`config.mk`:
```
export PLATFORM = sky130hd
export DESIGN_NAME = pc_fetch_sequencer
export DESIGN_NICKNAME = d
export VERILOG_FILES = /design/src/rtl/pc_fetch_sequencer.sv
export SDC_FILE = /design/constraint.sdc
export NUM_CORES = 1
export LEC_CHECK = 0
export CAP_MARGIN = 25
export CORE_MARGIN = 3
export CORE_UTILIZATION = 48
export DETAILED_ROUTE_END_ITERATION = 12
export GPL_TIMING_DRIVEN = 0
export MAX_ROUTING_LAYER = met4
export PLACE_DENSITY = 0.82
export RECOVER_POWER = 25
export SETUP_SLACK_MARGIN = 0.02
export SLEW_MARGIN = 25
export SYNTH_ARGS = -nofsm -noshare
export SYNTH_HDL_FRONTEND = slang
export SYNTH_SLANG_ARGS = --single-unit
```
`constraint.sdc`:
```
create_clock -name clock -period 4.2 [get_ports clock]
set_clock_uncertainty 0.05 [all_clocks]
set_input_delay 0.84 -clock clock [delete_from_list [all_inputs] [get_ports clock]]
set_output_delay 0.84 -clock clock [all_outputs]
set_load 0.005 [all_outputs]
```
`src/rtl/pc_fetch_sequencer.sv`:
```
// pc_fetch_sequencer: steers program_counter, issues instruction-memory reads and
// buffers fetched words in a 2-entry queue toward decode. Optional trap: PCFS_ALIGN_TRAP_EN.
module pc_fetch_sequencer #(
  parameter logic [31:0] RESET_PC = 32'h0000_0000,
  parameter logic [31:0] PC_STEP  = 32'd4
) (
  input  logic        clock,
  input  logic        reset,
  input  logic [31:0] pc_out,
  output logic [31:0] pc_in,
  output logic        imem_req,
  output logic [31:0] imem_addr,
  input  logic        imem_ack,
  input  logic [31:0] imem_rdata,
  input  logic        redirect_valid,
  input  logic [31:0] redirect_pc,
  output logic        inst_valid,
  output logic [31:0] inst,
  output logic [31:0] inst_pc,
  input  logic        inst_ready,
  output logic        fetch_fault
);

  // state | meaning
  // IDLE  | no request; wait until the queue has room
  // FETCH | request at pc_out outstanding; ack pushes into the queue
  // DROP  | squashed request still outstanding; its data is thrown away
  // FAULT | misaligned redirect seen (trap build only); parked until reset
  localparam logic [1:0] IDLE  = 2'd0;
  localparam logic [1:0] FETCH = 2'd1;
  localparam logic [1:0] DROP  = 2'd2;
  localparam logic [1:0] FAULT = 2'd3;

  logic [1:0]  state_q, state_d;
  logic [1:0]  count_q, count_d;
  logic        valid_q, valid_d;
  logic [31:0] e0_inst_q, e0_inst_d;
  logic [31:0] e0_pc_q, e0_pc_d;
  logic [31:0] e1_inst_q, e1_inst_d;
  logic [31:0] e1_pc_q, e1_pc_d;
  logic [31:0] addr_q, addr_d;
  logic        fault_q, fault_d;

  logic        redir_ok;
  logic        trap;
  logic        redir;
  logic        flush;
  logic [31:0] redir_target;
  logic        pop;
  logic        push;
  logic [1:0]  count_pop;

  always_comb begin
    redir_ok = redirect_valid && !fault_q && (state_q != FAULT);
`ifdef PCFS_ALIGN_TRAP_EN
    trap         = redir_ok && (redirect_pc[1:0] != 2'b00);
    redir_target = redirect_pc;
`else
    trap         = 1'b0;
    redir_target = redirect_pc & 32'hFFFF_FFFC;
`endif
    redir = redir_ok && !trap;
    flush = redir_ok;
  end

  // A pop in a flush cycle is dropped: the flush empties the queue regardless.
  assign pop       = valid_q && inst_ready && !flush;
  assign count_pop = count_q - {1'b0, pop};

  always_comb begin
    state_d   = state_q;
    addr_d    = addr_q;
    fault_d   = fault_q;
    imem_req  = 1'b0;
    imem_addr = pc_out;
    pc_in     = pc_out;
    push      = 1'b0;

    case (state_q)
      IDLE: begin
        if (redir) begin
          state_d = FETCH;
        end else if (trap) begin
          state_d = FAULT;
        end else if (count_pop < 2'd2) begin
          state_d = FETCH;
        end
      end
      FETCH: begin
        imem_req = 1'b1;
        addr_d   = pc_out;
        if (flush) begin
          if (imem_ack) begin
            state_d = trap ? FAULT : FETCH;
          end else begin
            state_d = DROP;
          end
        end else if (imem_ack) begin
          push    = 1'b1;
          pc_in   = pc_out + PC_STEP;
          state_d = (count_pop == 2'd0) ? FETCH : IDLE;
        end
      end
      DROP: begin
        imem_req  = 1'b1;
        imem_addr = addr_q;
        if (imem_ack) begin
          state_d = (fault_q || trap) ? FAULT : FETCH;
        end
      end
      default: begin
        state_d = FAULT;
      end
    endcase

    if (redir) begin
      pc_in = redir_target;
    end
    if (trap) begin
      fault_d = 1'b1;
    end
    if (!reset) begin
      pc_in = RESET_PC;
    end
  end

  always_comb begin
    count_d   = count_q;
    e0_inst_d = e0_inst_q;
    e0_pc_d   = e0_pc_q;
    e1_inst_d = e1_inst_q;
    e1_pc_d   = e1_pc_q;

    if (flush) begin
      count_d = 2'd0;
    end else begin
      case ({push, pop})
        2'b10: begin
          if (count_q == 2'd0) begin
            e0_inst_d = imem_rdata;
            e0_pc_d   = pc_out;
          end else begin
            e1_inst_d = imem_rdata;
            e1_pc_d   = pc_out;
          end
          count_d = count_q + 2'd1;
        end
        2'b01: begin
          e0_inst_d = e1_inst_q;
          e0_pc_d   = e1_pc_q;
          count_d   = count_q - 2'd1;
        end
        2'b11: begin
          // Simultaneous push/pop: occupancy unchanged, head advances.
          if (count_q == 2'd1) begin
            e0_inst_d = imem_rdata;
            e0_pc_d   = pc_out;
          end else begin
            e0_inst_d = e1_inst_q;
            e0_pc_d   = e1_pc_q;
            e1_inst_d = imem_rdata;
            e1_pc_d   = pc_out;
          end
        end
        default: begin
          count_d = count_q;
        end
      endcase
    end
    valid_d = (count_d != 2'd0);
  end

  always_ff @(posedge clock or negedge reset) begin
    if (!reset) begin
      state_q   <= IDLE;
      count_q   <= 2'd0;
      valid_q   <= 1'b0;
      e0_inst_q <= 32'h0;
      e0_pc_q   <= 32'h0;
      e1_inst_q <= 32'h0;
      e1_pc_q   <= 32'h0;
      addr_q    <= 32'h0;
      fault_q   <= 1'b0;
    end else begin
      state_q   <= state_d;
      count_q   <= count_d;
      valid_q   <= valid_d;
      e0_inst_q <= e0_inst_d;
      e0_pc_q   <= e0_pc_d;
      e1_inst_q <= e1_inst_d;
      e1_pc_q   <= e1_pc_d;
      addr_q    <= addr_d;
      fault_q   <= fault_d;
    end
  end

  assign inst_valid  = valid_q;
  assign inst        = e0_inst_q;
  assign inst_pc     = e0_pc_q;
  assign fetch_fault = fault_q;

endmodule

```
Word-level counts from Yosys, hierarchy flattened
Index checks and enable logic that the tools add are counted.
- add/sub/neg operators: 4
- $mul: 0
- div/mod/pow operators: 0
- order comparisons: 1
- equal/unequal tests: 13
- shift operators: 0
- muxes and demuxes: 31
- bitwise logic cells: 1
- reduce and logical (&&, ||, !) cells: 14
- operators with widths (operator ; count):
    2-to-1 mux 32 bit ; 13
    one-hot mux 32 bit (3 select lines) ; 2
    one-hot mux 32 bit (2 select lines) ; 2
    adder 32 x 3 -> 32 bit (second input constant) ; 1
    2-to-1 mux 2 bit ; 7
    inequality test 2 bit (second input constant) ; 5
    == test 2 x 1 -> 1 bit (second input constant) ; 3
    == test 2 bit (second input constant) ; 3
    logical NOT 2 bit ; 3
    inequality test 3 bit (second input constant) ; 2
    one-hot mux 2 bit (3 select lines) ; 1
    AND reduction 3 bit ; 2
    2-to-1 mux 1 bit ; 5
    one-hot mux 2 bit (2 select lines) ; 1
    AND reduction 4 bit ; 1
    nonzero test 2 bit ; 2
    logical AND 1 bit ; 3
    nonzero test 3 bit ; 1
    adder 2 x 1 -> 2 bit (second input constant) ; 1
    less-than comparator 2 bit (second input constant) ; 1
    OR reduction 2 bit ; 1
    subtractor 2 x 1 -> 2 bit ; 1
    subtractor 2 x 1 -> 2 bit (second input constant) ; 1
    logical NOT 1 bit ; 1
    inverter 1 bit ; 1
- bits in registers: 165
- latch bits: 0
- bits in writable memories: 0
- bits in read-only memories: 0
- bits of input ports: 101
- output and inout bits: 131
- logic and storage cells: 72
- memories: 0

Longest topological paths before layout
Gate-level depths: netlist (run 1).
- word-level depth: 10
- mapped depth: 13
- gate-level depth less buffers: 11

Worst setup path after synthesis (run 1)
Ideal clock, no wire load.
- kind: input-to-reg
- start point: input port redirect_valid
- end point: register e1_inst_q[0]
- setup time: 0.125 ns
- data arrival time: 3.073 ns
- data required time: 4.025 ns
- setup slack: 0.952 ns
- stages: 11
- path buffers: 4
- path through: nand2b_1 -> clkbuf_1 -> buf_1 -> nand2_1 -> inv_1 -> ha_1 -> nor2b_1 -> o21ai_1 -> buf_1 -> buf_2 -> mux2_2
- word-level cells in the longest chain between the ends: 6
- elaborated cells between the ends (all ways): 13
- classes of those cells: 4 x eq/ne; 3 x mux; 1 x bitwise; 5 x reduce/logical
- RTL lines (what ; line ; source):
    start, declared ; 15 ; input logic redirect_valid,
    logical AND 1 bit * ; 54 ; redir_ok = redirect_valid && !fault_q && (state_q != FAULT);
    2-to-1 mux 1 bit / logical NOT 1 bit (equally long branches) ; 92, 67 ;
    2-to-1 mux 1 bit / logical AND 1 bit (equally long branches) ; 79, 67 ;
    == test 2 bit ; 137 ; case ({push, pop})
    inequality test 2 bit (no line) / nonzero test 2 bit (equally long branches) ; n/a ;
    AND reduction 4 bit (no line) ; n/a ;
    end signal, assigned ; 190 ; e1_inst_q <= e1_inst_d;
    end, declared ; 39 ; logic [31:0] e1_inst_q, e1_inst_d;
Mark *: on every way between the ends. The rest lies on a longest branch, timed or not.
A chain may end at the register's enable or synchronous reset.

Final worst setup path (run 1)
- start point: input port pc_out[16]
- end point: output port pc_in[25]
- word-level cells in the longest chain between the ends: 5
- RTL lines (what ; line ; source):
    start, declared ; 9 ; input logic [31:0] pc_out,
    adder 32 x 3 -> 32 bit ; 100 ; pc_in = pc_out + PC_STEP;
    2-to-1 mux 32 bit ; 98 ; end else if (imem_ack) begin
    2-to-1 mux 32 bit ; 79 ; case (state_q)
    2-to-1 mux 32 bit ; 116 ; if (redir) begin
    2-to-1 mux 32 bit ; 122 ; if (!reset) begin
    end, declared ; 10 ; output logic [31:0] pc_in,
Every way passes these cells.

==> results of run 1 <==
==> cell usage after synthesis <==
cell type / count
sky130_fd_sc_hd__inv_1: 8
sky130_fd_sc_hd__buf_4: 1
sky130_fd_sc_hd__o21ai_1: 1
sky130_fd_sc_hd__nor4b_2: 2
sky130_fd_sc_hd__nor4_1: 3
sky130_fd_sc_hd__a31oi_1: 1
sky130_fd_sc_hd__and4_1: 2
sky130_fd_sc_hd__clkbuf_1: 38
sky130_fd_sc_hd__ha_1: 13
sky130_fd_sc_hd__clkinv_1: 1
sky130_fd_sc_hd__buf_1: 8
sky130_fd_sc_hd__inv_2: 1
sky130_fd_sc_hd__nand3_1: 7
sky130_fd_sc_hd__o21a_1: 1
sky130_fd_sc_hd__nand2_1: 22
sky130_fd_sc_hd__or3_1: 3
sky130_fd_sc_hd__nor4_2: 5
sky130_fd_sc_hd__nor3b_1: 1
sky130_fd_sc_hd__mux2i_1: 1
sky130_fd_sc_hd__and2_1: 1
sky130_fd_sc_hd__a22oi_1: 64
sky130_fd_sc_hd__mux2_2: 124
sky130_fd_sc_hd__or2_1: 1
sky130_fd_sc_hd__nand2b_1: 1
sky130_fd_sc_hd__o21ai_0: 29
sky130_fd_sc_hd__xnor2_1: 15
sky130_fd_sc_hd__a21oi_1: 90
sky130_fd_sc_hd__conb_1: 1
sky130_fd_sc_hd__nor2b_1: 4
sky130_fd_sc_hd__xor2_1: 13
sky130_fd_sc_hd__and3_1: 7
sky130_fd_sc_hd__nand4_1: 8
sky130_fd_sc_hd__buf_2: 13
sky130_fd_sc_hd__nor2_2: 1
sky130_fd_sc_hd__a311oi_1: 2
sky130_fd_sc_hd__dfrtp_1: 165
sky130_fd_sc_hd__or4_4: 1
sky130_fd_sc_hd__nor3_1: 8
sky130_fd_sc_hd__a211oi_1: 9
sky130_fd_sc_hd__nor2_1: 83
sky130_fd_sc_hd__nand4_4: 1
==> stage by stage <==
step | instance area [um2] | hold slack [ns] | setup TNS [ns] | power (mW) | setup slack, ns
after floorplan | 8210 | 0.401 | 0 | 4.28 | 0.952
after global placement | 10700 | 0.418 | -973.51 | 5.77 | -7.27
after detailed placement | 10700 | 0.442 | -32.13 | 5.88 | -0.424
after global routing | 11400 | 0.299 | -0.0258 | 7.86 | -0.0258
final | 11400 | 0.264 | 0 | 7.40 | 0.152
after CTS | 11300 | 0.364 | 0 | 7.43 | 0.0265
==> layout make-up <==
class | count | area, um2
clock buffers | 18 | 439
clock inverters | 14 | 135
well taps | 220 | 275
fillers | 1289 | 5250
plain buffers | 59 | 246
multi-input cells | 525 | 3870
inverters | 10 | 37.5
flip-flops and latches | 165 | 4130
repair buffers | 223 | 2260
==> registers in the layout, summed over array words and instances, names as in the netlist <==
| register | cells |
|---|---|
| inst_valid | 1 |
| state_q | 2 |
| inst | 32 |
| addr_q | 32 |
| e1_pc_q | 32 |
| count_q | 2 |
| e1_inst_q | 32 |
| inst_pc | 32 |
==> timing repair <==
action                                  4_1_cts  5_1_grt
endpoints found under the setup margin       23       80
gates resized for setup                      21       20
pin swaps                                     1        1
buffers inserted                              1        0
==> path summary, 6_finish.rpt <==
path | start | endpoint | slack [ns] | cells past startpoint
worst max-delay path | pc_out[16] | pc_in[25] | 0.15 | 7
worst min-delay path | reset | e1_inst_q[6]$_DFFE_PN0P_ | 0.26 | 1
worst max register to register | state_q[0]$_DFFE_PN0P_ | inst_pc[22]$_DFFE_PN0P_ | 0.44 | 13
worst min register to register | addr_q[29]$_DFFE_PN0N_ | addr_q[29]$_DFFE_PN0N_ | 0.45 | 1
max in group asynchronous | reset | addr_q[15]$_DFFE_PN0N_ | 3.07 | 2
min in group clock | addr_q[29]$_DFFE_PN0N_ | addr_q[29]$_DFFE_PN0N_ | 0.45 | 1
==> cells by family (layout without fill, tap and decap cells) <==
| group | count (synthesis) | in the layout | synth area share (%) |
|---|---|---|---|
| other cells | 1 | 1 | 0.0457 |
| buf+inv | 70 | 324 | 3.44 |
| xor+xnor | 28 | 28 | 2.99 |
| mux | 125 | 125 | 17.1 |
| flops | 165 | 165 | 50.3 |
| simple gates | 161 | 161 | 9.75 |
| compound gates | 197 | 197 | 14.4 |
| fa+ha+maj | 13 | 13 | 1.98 |
==> power breakdown <==
group	leakage (nW)	switching, mW	internal (mW)
registers	1.91	0.417	2.39
clock network	0.283	0.716	0.804
logic	2.44	1.31	1.77
total	4.64	2.44	4.96
==> routing by layer <==
metal / routed length, um / up-vias
li1: - / 3230
met1: 10100 / 3415
met2: 11600 / 287
met3: 2260 / 36
met4: 436 / 0
met5: 0 / -
==> cells in the final DEF, fill, tap and decap left out, types with 8 or more instances in the layout <==
cell type                         instances
sky130_fd_sc_hd__ha_1                    13
sky130_fd_sc_hd__buf_2                   13
sky130_fd_sc_hd__a22oi_1                 64
sky130_fd_sc_hd__mux2_2                 124
sky130_fd_sc_hd__a211oi_1                 9
sky130_fd_sc_hd__clkbuf_1                34
sky130_fd_sc_hd__xnor2_1                 15
sky130_fd_sc_hd__xor2_1                  13
sky130_fd_sc_hd__dfrtp_1                165
sky130_fd_sc_hd__clkdlybuf4s50_1        204
sky130_fd_sc_hd__inv_1                    8
sky130_fd_sc_hd__o21ai_0                 29
sky130_fd_sc_hd__nor2_1                  81
sky130_fd_sc_hd__clkbuf_16               17
sky130_fd_sc_hd__nand4_1                  8
sky130_fd_sc_hd__nand2_1                 20
sky130_fd_sc_hd__a21oi_1                 89
==> metrics.csv, run 1 <==
stage,metric,value,unit
logic_synthesis,synth.lib_cells_used.distinct,41,
worst_setup_path,crit_path_top_delay_cell,sky130_fd_sc_hd__clkdlybuf4s50_1,
worst_setup_path,cp-end-kind,primary output,
timing,report.final.slew_viol_count,0,
clocking,clk_pin_slew,0.07,ns
global_route,antenna_violations_before_repair,0,
global_route,number_of_global_route_vias_before_repair,7042,
clocking,clkSinkCount,165,
placed_design,dp_hpwl,17300,um
clocking,cts-hold-fix-buffers,0,
floorplan,die_w,137,um
floorplan,die_outline_area,18700,um2
detailed_routing,drt.antenna.violating_nets,0,
global_route,maximum_number_of_pins_on_one_net_before_global_route_repair,88,
placed_design,port_buffers,221,
detailed_routing,route.detailed.wl_per_inst,19.8,um
min_path,timing.hold.worst.class,primary input to async pin,
global_route,grtUsageTotal,26.8,%
logic_synthesis,synthesis.instances,760,
timing,maxClockFrequency,247,MHz
logic_synthesis,synth-seq-cells,165,
logic_synthesis,yosysTopAreaCell,sky130_fd_sc_hd__dfrtp_1,
timing,timing_worst_slew_pin_value,0.741,ns
worst_setup_path,cpMostUsedCell,sky130_fd_sc_hd__clkdlybuf4s50_1,
global_route,globalRouteMet1Util,33.3,%
logic_synthesis,yosys.area.top_type_share,50.3,%
floorplan,core-area,16600,um2
pwr,ir_drop,0.000395,V
worst_setup_path,critical_path_peak_fanout,7,
finish,layout.nets,1115,
logic_synthesis,synthesis.area_per_instance,10.8,um2
logic_synthesis,synth.yosys.warnings,0,
detailed_routing,num_vias,6968,
run_status,run_status,finished clean,
placed_design,place.gp.congestion,0.822,
worst_setup_path,critical_path_arrival,3.16,ns
pwr,power_density,649,nW/um2
timing,hold_vio_cnt_final,0,
global_route,gr-max-usage-layer,met2,
worst_setup_path,worstPathCellList,"clkdlybuf4s50_1, nand2_1, nor2_2, nand4_1, or3_1, a31oi_1, clkdlybuf4s50_1",
worst_setup_path,crit_required,3.31,ns
worst_setup_path,worstSetupPathType,primary input to primary output,
global_route,global_route.overflow_total,0,
detailed_routing,dr.first_iter.drc_count,467,
timing,timing.final.crit_share,96.4,%
worst_setup_path,critical_path.top_delay_family,buffers and inverters,
finish,flow.area_growth_from_synthesis,38.8,%
pwr,leakage,4.64,nW
logic_synthesis,net_count_after_synthesis,874,
logic_synthesis,synth.area.top_cells,"sky130_fd_sc_hd__dfrtp_1 50%, sky130_fd_sc_hd__mux2_2 17%, sky130_fd_sc_hd__a22oi_1 5.9%, sky130_fd_sc_hd__a21oi_1 5.5%, sky130_fd_sc_hd__nor2_1 3.8%",
worst_setup_path,worstSetupStartpointType,primary input,
finish,antenna_cells,0,
detailed_routing,firstDrtPassIters,5,
detailed_routing,detail_route.vias_per_cell,5.65,
global_route,grt_util_met2,42.6,%
global_route,grt_pass1_wl,37600,um
logic_synthesis,seq_area_frac_synth,50.3,%
clocking,clock_tree.htree_level_count,4,
clocking,tritoncts,yes,
placed_design,dpl.cell_count,1202,
timing,report.final.setup_viol,0,
timing,worst_slew_margin_rel,50.6,%
logic_synthesis,netlist_area,8210,um2
worst_setup_path,critical_path.n_buffers_inverters,2,
timing,finalWorstPathRequiredPeriod,4.05,ns
floorplan,floorplan.initialDensity,49.3,%
clocking,cts_inserted_buffers,17,
clocking,cts_root_cell,sky130_fd_sc_hd__clkbuf_16,
clocking,cts.path.max_buffers,2,
floorplan,y_dimension_of_the_die,137,um
worst_setup_path,critical_path.max_stage_delay,0.67,ns
global_route,grtUsageMet3,8.09,%
finish,final_design_utilization,68.5,%
detailed_routing,postRouteWirelength,24500,um
finish,layout-drive-gt1-share,19.5,%
floorplan,count_of_pins_on_the_block_boundary,232,
detailed_routing,drc_errors,0,
floorplan,core.rowCount,47,
clocking,clock_latency,0.42,ns
run,maxCapViolCount,0,
finish,instances_no_fill,1234,
No activity file was read; power rests on OpenSTA's default activity.
==> run 2: changes to the inputs <==
--- a/config.mk
+++ b/config.mk
@@ -6,6 +6,7 @@
 export NUM_CORES = 1
 export LEC_CHECK = 0
 export CAP_MARGIN = 25
+export CORE_ASPECT_RATIO = 2
 export CORE_MARGIN = 3
 export CORE_UTILIZATION = 48
 export DETAILED_ROUTE_END_ITERATION = 12
@@ -14,7 +15,6 @@
 export PLACE_DENSITY = 0.82
 export RECOVER_POWER = 25
 export SETUP_SLACK_MARGIN = 0.02
-export SLEW_MARGIN = 25
 export SYNTH_ARGS = -nofsm -noshare
 export SYNTH_HDL_FRONTEND = slang
 export SYNTH_SLANG_ARGS = --single-unit
==> constraint.sdc (replaced) <==
create_clock -name clock -period 4.2 [get_ports clock]
set_clock_uncertainty 0.05 [all_clocks]
set_input_delay 0.84 -clock clock [delete_from_list [all_inputs] [get_ports clock]]
set_output_delay 0.84 -clock clock [all_outputs]
set_load 0.05 [all_outputs]
==> metrics.csv, run 2 (synthesis results as in run 1) <==
stage,metric,value,unit,change
run_status,run_status,"finished, violations left",,
run_status,failed_checks,"max-capacitance violations, max-slew violations",,
floorplan,core-area,16800,um2,+0.74%
worst_setup_path,critical_path.max_stage_delay,0.60,ns,-0.07 ns
floorplan,floorplan.initialDensity,49.0,%,-0.36 points
pwr,p_sw,3.99,mW,+64%
placed_design,dpl_worst_slack,-0.717,ns,-0.292 ns
pwr,p_sw_share,43.8,%,+11 points
pwr,power_frac_comb,51.5,%,+9.9 points
detailed_routing,drt.antenna.violating_nets,0,,unchanged
clocking,cts_inserted_buffers,17,,unchanged
pwr,power_frac_seq,30.8,%,-7.1 points
worst_setup_path,worstSetupPathType,primary input to primary output,,
finish,instances_no_fill,1221,,-1.1%
detailed_routing,route.detailed.wl_per_inst,20.4,um,+3.1%
detailed_routing,drc_errors,0,,unchanged
global_route,global_route.overflow_total,0,,unchanged
floorplan,count_of_pins_on_the_block_boundary,232,,unchanged
clocking,clock_tree.htree_level_count,4,,unchanged
global_route,grt_pass1_wl,38900,um,+3.4%
clocking,clock_latency,0.43,ns,about the same
floorplan,die_w,98.5,um,-28%
detailed_routing,detail_route.vias_per_cell,5.68,,+0.64%
timing,timing_worst_slew_pin_value,2.72,ns,+1.98 ns
clocking,clkSinkCount,165,,unchanged
finish,flow.area_growth_from_synthesis,38.2,%,
finish,final_common_cell,sky130_fd_sc_hd__clkdlybuf4s50_1,,
finish,layout-drive-gt1-share,20.6,%,+1.1 points
worst_setup_path,critical_path.top_delay_family,buffers and inverters,,
finish,multi_input_logic_area,3850,um2,-0.55%
clocking,clk_pin_slew,0.06,ns,about the same
finish,area.sequential,4130,um2,unchanged
placed_design,dpl.cell_count,1189,,-1.1%
worst_setup_path,worstPathCellList,"clkdlybuf4s50_1, nand3_1, buf_2, nor4_1, xnor2_1, a211oi_1, clkdlybuf4s15_2",,
clocking,tritoncts,yes,,
timing,finalWorstPathRequiredPeriod,4.09,ns,+0.0418 ns
placed_design,place.gp.congestion,0.847,,+3.0%
floorplan,core.rowCount,67,,+43%
pwr,power.share.clock,17.7,%,-2.8 points
detailed_routing,dr.first_iter.drc_count,288,,-38%
timing,timing.final.crit_share,97.4,%,+0.99 points
placed_design,dp_hpwl,18300,um,+6.0%
worst_setup_path,crit_required,3.31,ns,about the same
worst_setup_path,critical_path_arrival,3.20,ns,+0.04 ns
worst_setup_path,cp-end-kind,primary output,,
placed_design,port_buffers,221,,unchanged
finish,layout.nets,1118,,+0.27%
clocking,cts_root_cell,sky130_fd_sc_hd__clkbuf_16,,
pwr,internal-power,5.13,mW,+3.4%
global_route,grtUsageTotal,27.3,%,+0.51 points
pwr,power_density,803,nW/um2,+24%
worst_setup_path,worstSetupStartpointType,primary input,,
pwr,leakage,4.71,nW,+1.6%
detailed_routing,postRouteWirelength,25000,um,+2.0%
clocking,cts.path.max_buffers,2,,unchanged
floorplan,die_outline_area,18800,um2,+0.51%
finish,layout_common_cells,"184 x sky130_fd_sc_hd__clkdlybuf4s50_1, 165 x sky130_fd_sc_hd__dfrtp_1, 124 x sky130_fd_sc_hd__mux2_2",,
worst_setup_path,crit_path_top_delay_cell,sky130_fd_sc_hd__clkdlybuf4s50_1,,
global_route,number_of_global_route_vias_before_repair,7316,,+3.9%
finish,nFillCells,1320,,+2.4%
timing,maxClockFrequency,245,MHz,-1.0%
worst_setup_path,critical_path.n_buffers_inverters,3,,+1
timing,setup_slack,0.110,ns,-0.0418 ns
global_route,maximum_number_of_pins_on_one_net_before_global_route_repair,61,,-31%
min_path,timing.hold.worst.class,primary input to async pin,,
timing,report.final.slew_viol_count,61,,+61
pwr,ir_drop,0.000489,V,+24%
finish,antenna_cells,0,,unchanged
timing,rsz_0062_raised_after_global_routing,true,,
worst_setup_path,critical_path_peak_fanout,10,,+3
timing,hold_vio_cnt_final,0,,unchanged
floorplan,y_dimension_of_the_die,191,um,+40%
timing,report.final.setup_viol,0,,unchanged
detailed_routing,num_vias,6939,,-0.42%
timing,worst_slew_margin_rel,-81.4,%,-130 points
run,maxCapViolCount,1,,+1
detailed_routing,firstDrtPassIters,5,,unchanged
global_route,antenna_violations_before_repair,0,,unchanged
run 2: timing repair:
| item | CTS | global route |
|---|---|---|
| pin swaps | 0 | 0 |
| cloned | 1 | 0 |
| setup buffers | 2 | 0 |
| hold buffers | 0 | 0 |
| resized for setup | 74 | 41 |
| endpoints found under the hold margin | 0 | 0 |
| setup endpoints to repair | 68 | 96 |
run 2: power by group through the flow:
stage | combinational [mW] | clock, mW | sequential, mW
finish | 4.69 | 1.62 | 2.81
global route | 4.96 | 1.70 | 2.90
CTS | 4.74 | 1.64 | 2.80
detailed placement | 4.74 | 0 | 2.82
global placement | 4.66 | 0 | 2.79
floorplan | 2.13 | 0 | 3.80
run 2: cell type report:
cell class	instances	share of cell area [%]
Clock inverter	9	1.36
Timing Repair Buffer	225	19.6
Multi-Input combinational cell	525	33.9
Inverter	10	0.331
Tap cell	207	2.28
Buffer	60	2.22
Clock buffer	20	3.94
Sequential cell	165	36.4
run 2: layer usage:
layer,routed length [um],vias up,track usage (%),part of all wire [%]
li1,-,3214,-,-
met1,8900,3421,28.6,36
met2,13600,244,48.7,54
met3,1430,60,5.48,5.7
met4,1020,0,12.9,4.1
met5,0,-,-,0
run 2: path summary, 6_finish.rpt:
path                                   startpoint                       to  slack (ns)  cells past startpoint
max                                     pc_out[7]                pc_in[16]        0.11                      7
min                                         reset  inst_pc[20]$_DFFE_PN0P_        0.27                      1
max reg2reg                state_q[1]$_DFFE_PN0P_  inst_pc[31]$_DFFE_PN0P_        0.47                     13
min reg2reg                addr_q[29]$_DFFE_PN0N_   addr_q[29]$_DFFE_PN0N_        0.45                      1
max in group asynchronous                   reset  inst_pc[25]$_DFFE_PN0P_        0.76                      2
min in group clock         addr_q[29]$_DFFE_PN0N_   addr_q[29]$_DFFE_PN0N_        0.45                      1
run 2: worst register-to-register path: cells and delay by family (launching register included):
| family | cells | cell delay (ns) |
|---|---|---|
| buffers and inverters | 5 | 1.66 |
| DFF | 1 | 0.41 |
| and+or+nand+nor | 5 | 0.90 |
| AOI/OAI and AO/OA | 1 | 0.16 |
| adders and majority gates | 2 | 0.46 |
run 2: through the flow:
step | hold slack (ns) | TNS, ns | power [mW] | utilization (%) | cell area (um2)
2_1_floorplan | 0.401 | 0 | 5.93 | - | 8210
3_3_place_gp | 0.414 | -983.04 | 7.45 | 63.7 | 10700
3_5_place_dp | 0.422 | -47.03 | 7.56 | 63.9 | 10700
4_1_cts | 0.280 | 0 | 9.18 | 67.9 | 11400
5_1_grt | 0.294 | 0 | 9.55 | 67.7 | 11300
6_report | 0.273 | 0 | 9.12 | 67.7 | 11300
==> run 3: changes to the inputs <==
--- a/config.mk
+++ b/config.mk
@@ -6,7 +6,7 @@
 export NUM_CORES = 1
 export LEC_CHECK = 0
 export CAP_MARGIN = 25
-export CORE_ASPECT_RATIO = 2
+export CORE_ASPECT_RATIO = 0.5
 export CORE_MARGIN = 3
 export CORE_UTILIZATION = 48
 export DETAILED_ROUTE_END_ITERATION = 12
@@ -15,6 +15,7 @@
 export PLACE_DENSITY = 0.82
 export RECOVER_POWER = 25
 export SETUP_SLACK_MARGIN = 0.02
+export SKIP_LAST_GASP = 1
 export SYNTH_ARGS = -nofsm -noshare
 export SYNTH_HDL_FRONTEND = slang
 export SYNTH_SLANG_ARGS = --single-unit
==> metrics.csv, run 3 (synthesis results as in run 1) <==
stage,metric,value,unit,change
worst_setup_path,critical_path_peak_fanout,10,,unchanged
placed_design,postPlaceCellArea,10700,um2,+0.23%
floorplan,floorplan.initialDensity,49.6,%,+0.62 points
clocking,cts_inserted_buffers,17,,unchanged
worst_setup_path,cp-end-kind,primary output,,
timing,report.final.setup_viol,0,,unchanged
worst_setup_path,worstSetupPathType,primary input to primary output,,
finish,antenna_cells,0,,unchanged
detailed_routing,drc_errors,0,,unchanged
run,maxCapViolCount,0,,-1
global_route,grtUsageTotal,26.6,%,-0.73 points
floorplan,die_outline_area,18800,um2,unchanged
detailed_routing,route.detailed.wl_per_inst,19.4,um,-5.1%
detailed_routing,drt.antenna.violating_nets,0,,unchanged
detailed_routing,postRouteWirelength,24100,um,-3.5%
floorplan,core-area,16600,um2,-1.2%
clocking,clk_pin_slew,0.07,ns,about the same
finish,final_design_utilization,68.4,%,+0.73 points
clocking,tritoncts,yes,,
finish,layout-drive-gt1-share,21.2,%,+0.57 points
timing,hold_vio_cnt_final,0,,unchanged
worst_setup_path,critical_path_arrival,3.15,ns,-0.05 ns
timing,finalWorstPathRequiredPeriod,4.04,ns,-0.0454 ns
floorplan,y_dimension_of_the_die,98.5,um,-48%
pwr,ir_drop,0.000521,V,+6.5%
global_route,maximum_number_of_pins_on_one_net_before_global_route_repair,123,,+100%
run_status,run_status,finished clean,,
timing,timing.final.crit_share,96.3,%,-1.1 points
pwr,leakage,4.64,nW,-1.4%
timing,report.final.slew_viol_count,0,,-100%
placed_design,port_buffers,221,,unchanged
finish,multi_input_logic_area,3840,um2,-0.23%
pwr,power_density,799,nW/um2,-0.57%
finish,layout_common_cells,"187 x sky130_fd_sc_hd__clkdlybuf4s50_1, 165 x sky130_fd_sc_hd__dfrtp_1, 124 x sky130_fd_sc_hd__mux2_2",,
global_route,grt_pass1_wl,38900,um,-0.13%
timing,worst_slew_margin_rel,50.2,%,+130 points
global_route,global_route.overflow_total,0,,unchanged
clocking,cts_root_cell,sky130_fd_sc_hd__clkbuf_16,,
finish,nFillCells,1279,,-3.1%
detailed_routing,detail_route.vias_per_cell,5.68,,about the same
floorplan,count_of_pins_on_the_block_boundary,232,,unchanged
finish,final_common_cell,sky130_fd_sc_hd__clkdlybuf4s50_1,,
timing,timing_worst_slew_pin_value,0.746,ns,-1.97 ns
finish,final_design_area_no_fill,11300,um2,-0.19%
min_path,timing.hold.worst.class,primary input to async pin,,
floorplan,die_w,191,um,+94%
detailed_routing,firstDrtPassIters,5,,unchanged
clocking,clkSinkCount,165,,unchanged
worst_setup_path,crit_required,3.31,ns,about the same
timing,rsz_0062_raised_after_global_routing,true,,
finish,flow.area_growth_from_synthesis,38.0,%,
worst_setup_path,worstSetupStartpointType,primary input,,
floorplan,core.rowCount,33,,-51%
global_route,number_of_global_route_vias_before_repair,7352,,+0.49%
clocking,cts.path.max_buffers,2,,unchanged
clocking,clock_tree.htree_level_count,4,,unchanged
clocking,clock_latency,0.41,ns,-0.02 ns
detailed_routing,num_vias,7057,,+1.7%
global_route,antenna_violations_before_repair,0,,unchanged
detailed_routing,dr.first_iter.drc_count,367,,+27%
finish,area.sequential,4130,um2,unchanged
placed_design,place.gp.congestion,0.898,,+6.1%
finish,layout.nets,1117,,-0.089%
timing,maxClockFrequency,247,MHz,+1.1%
placed_design,dp_hpwl,17300,um,-5.5%
run 3: worst paths after layout:
kind                                        start                      end  slack (ns)  cells after the start
max in group asynchronous                   reset  e1_pc_q[30]$_DFFE_PN0P_        2.91                      2
setup / recovery                        pc_out[6]                pc_in[21]        0.16                      8
hold reg to reg            e1_pc_q[0]$_DFFE_PN0P_   e1_pc_q[0]$_DFFE_PN0P_        0.45                      1
setup reg to reg           state_q[0]$_DFFE_PN0P_      inst[3]$_DFFE_PN0P_        0.48                     13
min in group clock         e1_pc_q[0]$_DFFE_PN0P_   e1_pc_q[0]$_DFFE_PN0P_        0.45                      1
hold / removal                              reset   addr_q[16]$_DFFE_PN0N_        0.26                      1
run 3: layout make-up:
cell class | instances | area share (%)
inverter | 10 | 0.331
multi-input combinational | 525 | 33.9
tap | 227 | 2.51
sequential | 165 | 36.5
clock buffer | 21 | 4.06
timing repair buffer | 224 | 19.4
clock inverter | 10 | 1.10
buffer | 60 | 2.25
run 3: worst max-delay path, cell delays in order:
cell	delay (ns)
sky130_fd_sc_hd__clkdlybuf4s50_1	0.63
sky130_fd_sc_hd__nand3_1	0.19
sky130_fd_sc_hd__buf_2	0.25
sky130_fd_sc_hd__nor3_2	0.23
sky130_fd_sc_hd__nand4_1	0.13
sky130_fd_sc_hd__xor2_1	0.17
sky130_fd_sc_hd__a21oi_1	0.15
sky130_fd_sc_hd__dlygate4sd2_1	0.55
run 3: stage by stage:
step	cells	setup WS [ns]	setup TNS (ns)	hold WS [ns]	power (mW)
finish	1242	0.155	0	0.264	9.05
global route	1242	0.0152	0	0.283	9.49
CTS	1242	-0.185	-0.635	0.279	9.08
detailed placement	1209	-0.627	-52.48	0.430	7.52
global placement	1208	-7.77	-968.15	0.426	7.40
floorplan	760	0.439	0	0.401	5.93
run 3: metal layers:
layer / up-vias / wire length, um / GRT usage [%]
li1: 3224 / - / -
met1: 3569 / 10300 / 34.5
met2: 231 / 12300 / 44.8
met3: 33 / 1190 / 3.62
met4: 0 / 365 / 6.37
met5: - / 0 / -
run 3: where the power goes:
group	switching (mW)	total, mW	internal, mW
Sequential	0.419	2.81	2.39
Combinational	2.95	4.69	1.74
Clock	0.644	1.55	0.910
run 3: timing repair:
action / 4_1_cts / 5_1_grt
endpoints found under the setup margin: 64 / 151
resized for setup: 66 / 52
pin swaps: 0 / 1
endpoints found under the hold margin: 0 / 0
hold buffers: 0 / 0
buffers inserted: 2 / 0
